==> config.mk <==
export PLATFORM = sky130hd
export DESIGN_NAME = mult_arbiter_3
export DESIGN_NICKNAME = d
export VERILOG_FILES = /design/src/rtl/mult_arbiter_3.sv
export SDC_FILE = /design/constraint.sdc
export NUM_CORES = 1
export LEC_CHECK = 0
export BUFFER_PORTS_ARGS = -buffer_cell sky130_fd_sc_hd__buf_2
export CAP_MARGIN = 0
export CORE_UTILIZATION = 41
export DETAILED_ROUTE_END_ITERATION = 10
export PLACE_DENSITY = 0.89
export SETUP_SLACK_MARGIN = 0.2
export SLEW_MARGIN = 20
export SYNTH_ARGS = -nofsm -noshare
export SYNTH_HDL_FRONTEND = slang
export SYNTH_SLANG_ARGS = --single-unit
==> constraint.sdc <==
create_clock -name CLK -period 4.2 [get_ports CLK]
set_input_delay 0.84 -clock CLK [delete_from_list [all_inputs] [get_ports CLK]]
set_output_delay 0.84 -clock CLK [all_outputs]
set_load 0.05 [all_outputs]
==> src/rtl/mult_arbiter_3.sv <==
// Three-requester round-robin front end for a shared 3-stage multiplier.
// Grants are combinational, operands are registered at the accept edge,
// and a requester-ID tag pipeline routes each product back to its owner
// two edges later.
module mult_arbiter_3 #(
  parameter int A_width = 8,
  parameter int B_width = 8
) (
  input  logic                         CLK,
  input  logic                         RST_N,
  input  logic [2:0]                   REQ,
  input  logic [3*A_width-1:0]         REQ_A,
  input  logic [3*B_width-1:0]         REQ_B,
  input  logic [2:0]                   REQ_TC,
  input  logic                         DRAIN,
  output logic [2:0]                   GNT,
  output logic [A_width-1:0]           MUL_A,
  output logic [B_width-1:0]           MUL_B,
  output logic                         MUL_TC,
  input  logic [A_width+B_width-1:0]   MUL_PRODUCT,
  output logic [2:0]                   RES_VALID,
  output logic [A_width+B_width-1:0]   RES_DATA,
  output logic [1:0]                   INFLIGHT,
  output logic                         IDLE
);

  // Requester that is searched first on the next arbitration.
  logic [1:0]         prio_q;
  logic               gnt_any;
  logic [1:0]         gnt_id;
  logic               accept;
  logic [A_width-1:0] sel_a;
  logic [B_width-1:0] sel_b;
  logic               sel_tc;

  // Tag pipeline: launch (_p0), stage1 (_p1), stage2 (_p2).
  logic               vld_p0, vld_p1, vld_p2;
  logic [1:0]         id_p0, id_p1, id_p2;

  // Modulo-3 increment of a requester index.
  function automatic logic [1:0] wrap_inc(input logic [1:0] id);
    return (id == 2'd2) ? 2'd0 : id + 2'd1;
  endfunction

  // Number of valid tags among the three pipeline stages (0..3).
  function automatic logic [1:0] count_vld(input logic a, input logic b, input logic c);
    return {1'b0, a} + {1'b0, b} + {1'b0, c};
  endfunction

  // Round-robin search starting at prio_q, wrapping modulo 3.
  always_comb begin
    logic [1:0] cand;
    gnt_any = 1'b0;
    gnt_id  = 2'd0;
    cand    = prio_q;
    for (int k = 0; k < 3; k++) begin
      if (!gnt_any && REQ[cand]) begin
        gnt_any = 1'b1;
        gnt_id  = cand;
      end
      cand = wrap_inc(cand);
    end
  end

  // DRAIN masks the grant without disturbing the pointer.
  assign accept = gnt_any && !DRAIN;
  assign GNT    = accept ? (3'b001 << gnt_id) : 3'b000;

  // Select the granted requester's operand slices.
  always_comb begin
    sel_a  = REQ_A[int'(gnt_id)*A_width +: A_width];
    sel_b  = REQ_B[int'(gnt_id)*B_width +: B_width];
    sel_tc = REQ_TC[gnt_id];
  end

  // ---- launch stage: operand registers feeding the multiplier ----
  // Operands load on accept and hold otherwise.
  always_ff @(posedge CLK or negedge RST_N) begin
    if (!RST_N) begin
      MUL_A  <= '0;
      MUL_B  <= '0;
      MUL_TC <= 1'b0;
    end else if (accept) begin
      MUL_A  <= sel_a;
      MUL_B  <= sel_b;
      MUL_TC <= sel_tc;
    end
  end

  // Pointer moves past the granted requester only when a grant occurs.
  always_ff @(posedge CLK or negedge RST_N) begin
    if (!RST_N) begin
      prio_q <= 2'd0;
    end else if (accept) begin
      prio_q <= wrap_inc(gnt_id);
    end
  end

  // ---- tag pipeline: launch -> stage1 -> stage2, never stalls ----
  // Reset discards every in-flight tag so no stale result is reported.
  always_ff @(posedge CLK or negedge RST_N) begin
    if (!RST_N) begin
      vld_p0 <= 1'b0;
      vld_p1 <= 1'b0;
      vld_p2 <= 1'b0;
      id_p0  <= 2'd0;
      id_p1  <= 2'd0;
      id_p2  <= 2'd0;
    end else begin
      vld_p0 <= accept;
      id_p0  <= gnt_id;
      vld_p1 <= vld_p0;
      id_p1  <= id_p0;
      vld_p2 <= vld_p1;
      id_p2  <= id_p1;
    end
  end

  // ---- result stage: stage2 tag steers the product back ----
  assign RES_VALID = vld_p2 ? (3'b001 << id_p2) : 3'b000;
  assign RES_DATA  = vld_p2 ? MUL_PRODUCT : '0;
  assign INFLIGHT  = count_vld(vld_p0, vld_p1, vld_p2);
  assign IDLE      = !(vld_p0 || vld_p1 || vld_p2);

endmodule

==> results_dict.tcl <==
set metrics [dict create \
    die_area_sq_um 4050 \
    crit_arrival_ns 1.88 \
    cts_hold_buffers 0 \
    cts.sinks 28 \
    finalHoldViolations 0 \
    initial_utilization_pct 42.5 \
    overflow 0 \
    hold_ws_ns 0.353 \
    yosys_warnings 0 \
    wl_per_cell_um 13.4 \
    grtUsageTotal_pct 20.5 \
    antenna_found_initial 0 \
    cp_slowest_stage_delay_ns 0.27 \
    dieHeight_um 63.6 \
    p_leak_nw 1.13 \
    drc_errors 0 \
    grt_first_pass_wirelength_mm 6.44 \
    worst_slew_pin_slew_ns 0.617 \
    first_iter_violations 44 \
    finalSetupViolations 0 \
    synth_nets 210 \
    postCtsSetupBuffers 0 \
    fp-row-count 22 \
    path_clk_slew_ns 0.09 \
    min_period_over_period_pct 64.7 \
    detail-route-antenna-nets 0 \
    layout-drive-gt1-share_pct 62.3 \
    crit_path_cell_trace "buf_2, inv_2, o21ai_1, a211oi_4, and2_1, buf_2" \
    cts_root_buf "clkbuf_8" \
    gp_congestion 0.790 \
    tns_ns 0 \
    cap_violations 0 \
    finalClockSkew_ns 0.00629 \
    power_mw 1.02 \
    diodes 0 \
    cts_buffers 3 \
    final_common_cell "buf_2" \
    synth_seq_cells 28 \
    worst_setup_path_start_kind "input port" \
    synth_area_sq_um 1560 \
    clock_path_buffers 2 \
    cts_max_level 1 \
    cts_tree "done" \
    cp_max_fo 4 \
    relSlewSlack_pct 58.8 \
    drv_slew 0 \
    cts_resized 0 \
    fp.dieW_um 63.6 \
    synth_area_leaders "dfrtp_1 45%, a22oi_2 14%, a22oi_1 8.2%, and2_1 7.2%, o21ai_2 5.1%" \
    yosysTopAreaCell "dfrtp_1" \
    syn_to_final_growth_pct 40.9 \
    num-nets-final 322 \
    rsz0062_at_grt "false" \
    hpwlAfterDp_mm 3.06 \
    first_pass_iters 4 \
    hold_path.class "register to register" \
    via_per_inst 5.21 \
    dp_cells 291 \
    totalWireLength_mm 3.94 \
    min_path_cells 0 \
    fin_crit_ns 2.72 \
    vias 1537 \
    layout.cells.non_filler 295 \
    peakVddDrop_v 0.000226 \
    slowest_stage "a211oi_4" \
    status "completed" \
    nFillCells 308 \
    syn_avg_cell_area_sq_um 11.5 \
    grt_max_degree 36 \
    yosysSeqAreaShare_pct 45.0 \
    synth_cell_types 28 \
    timing.fmax_mhz 368 \
    cp-end-kind "output pin" \
    clkLatencyLatePin_ns 0.27 \
    required_ns 3.36 \
    r2r_cells 5 \
    grt_pass1_vias 1526 \
    layout_common_cells "114 x buf_2, 28 x dfrtp_1, 18 x and2_1" \
    cpMostUsedCell "buf_2" \
    critical_path_class "input port to output pin" \
    core-area_sq_um 3660 \
    synthCells 136 \
    io_buffer_count 114 \
    yosysTopAreaCellShare_pct 45.0 \
    io_pins 115 \
    final_util_pct 59.9 \
    p_per_area_nw_per_um2 463 \
]
-- kinds of logic after synthesis --
family,share of synthesized area (%)
AO/OA/AOI/OAI,33.5
multiplexers,0.723
flip-flops,45.0
adder cells (fa/ha/maj),1.29
buffers and inverters,7.31
AND/OR/NAND/NOR,12.2
-- sequential cells by signal, summed over array words and instances, names as in the netlist --
name,flops
vld_p1,1
vld_p2,1
id_p0,2
prio_q,2
MUL_A,8
vld_p0,1
MUL_B,8
MUL_TC,1
id_p1,2
id_p2,2
-- through the flow --
stage	worst slack [ns]	cell area (sq um)
after global placement	1.52	2140
final	1.48	2190
after global routing	1.44	2190
after CTS	1.47	2190
after detailed placement	1.47	2140
after floorplan	1.45	1560
-- path summary, 6_finish.rpt --
path	start	slack, ns	end
min in group asynchronous	RST_N	0.57	prio_q[1]$_DFFE_PN0P_
worst min-delay path	id_p0[1]$_DFF_PN0_	0.35	id_p1[1]$_DFF_PN0_
worst max-delay path	REQ[0]	1.48	GNT[1]
worst max register to register	prio_q[1]$_DFFE_PN0P_	2.46	prio_q[1]$_DFFE_PN0P_
worst min register to register	id_p0[1]$_DFF_PN0_	0.35	id_p1[1]$_DFF_PN0_
max in group asynchronous	RST_N	3.22	vld_p1$_DFF_PN0_
-- routing by layer --
metal	wire, um	GRT usage (%)	vias up	share of wire [%]
li1	-	-	718	-
met1	1380	18.8	730	35
met2	2200	43.5	87	56
met3	338	3.99	2	8.6
met4	19	5.40	0	0.48
met5	0	0	-	0
-- Yosys cell counts --
library cell  count
fa_1              1
dfrtp_1          28
o21ai_2           9
o21ai_1           9
and3b_1           1
a22oi_2          17
nor4_4            1
buf_4             3
nor3_1            1
clkbuf_1          2
and2_1           18
a211oi_2          1
mux2_1            1
nor2_1            3
nand2_1           4
inv_1             5
nor3b_1           1
a31oi_1           1
inv_2             1
buf_2             1
a21o_1            1
a31o_1            1
o21ba_1           1
a22oi_1          17
a211oi_1          1
nor2b_2           1
a21oi_1           1
buf_6             5
-- worst max-delay path, delay by kind of cell --
family / cells / cell delay (ns)
AO/OA/AOI/OAI: 2 / 0.39
buffers and inverters: 3 / 0.47
AND/OR/NAND/NOR: 1 / 0.17
-- area by class of cell --
cell class / instances / area, sq um / share of cell area, %
repair buffers: 118 / 601 / 27.4
flip-flops and latches: 28 / 701 / 31.9
well taps: 48 / 60.1 / 2.74
inverters: 6 / 22.5 / 1.03
clock buffers: 4 / 55.1 / 2.51
multi-input cells: 91 / 756 / 34.4
-- where the power goes --
part           internal (mW)  leakage (nW)  total, mW  switching (mW)
Sequential             0.325         0.349      0.366          0.0406
Clock                 0.0838        0.0288      0.165          0.0809
Combinational          0.145         0.755      0.487           0.342
Total                  0.554          1.13       1.02           0.463
No activity file was read; power rests on OpenSTA's default activity.
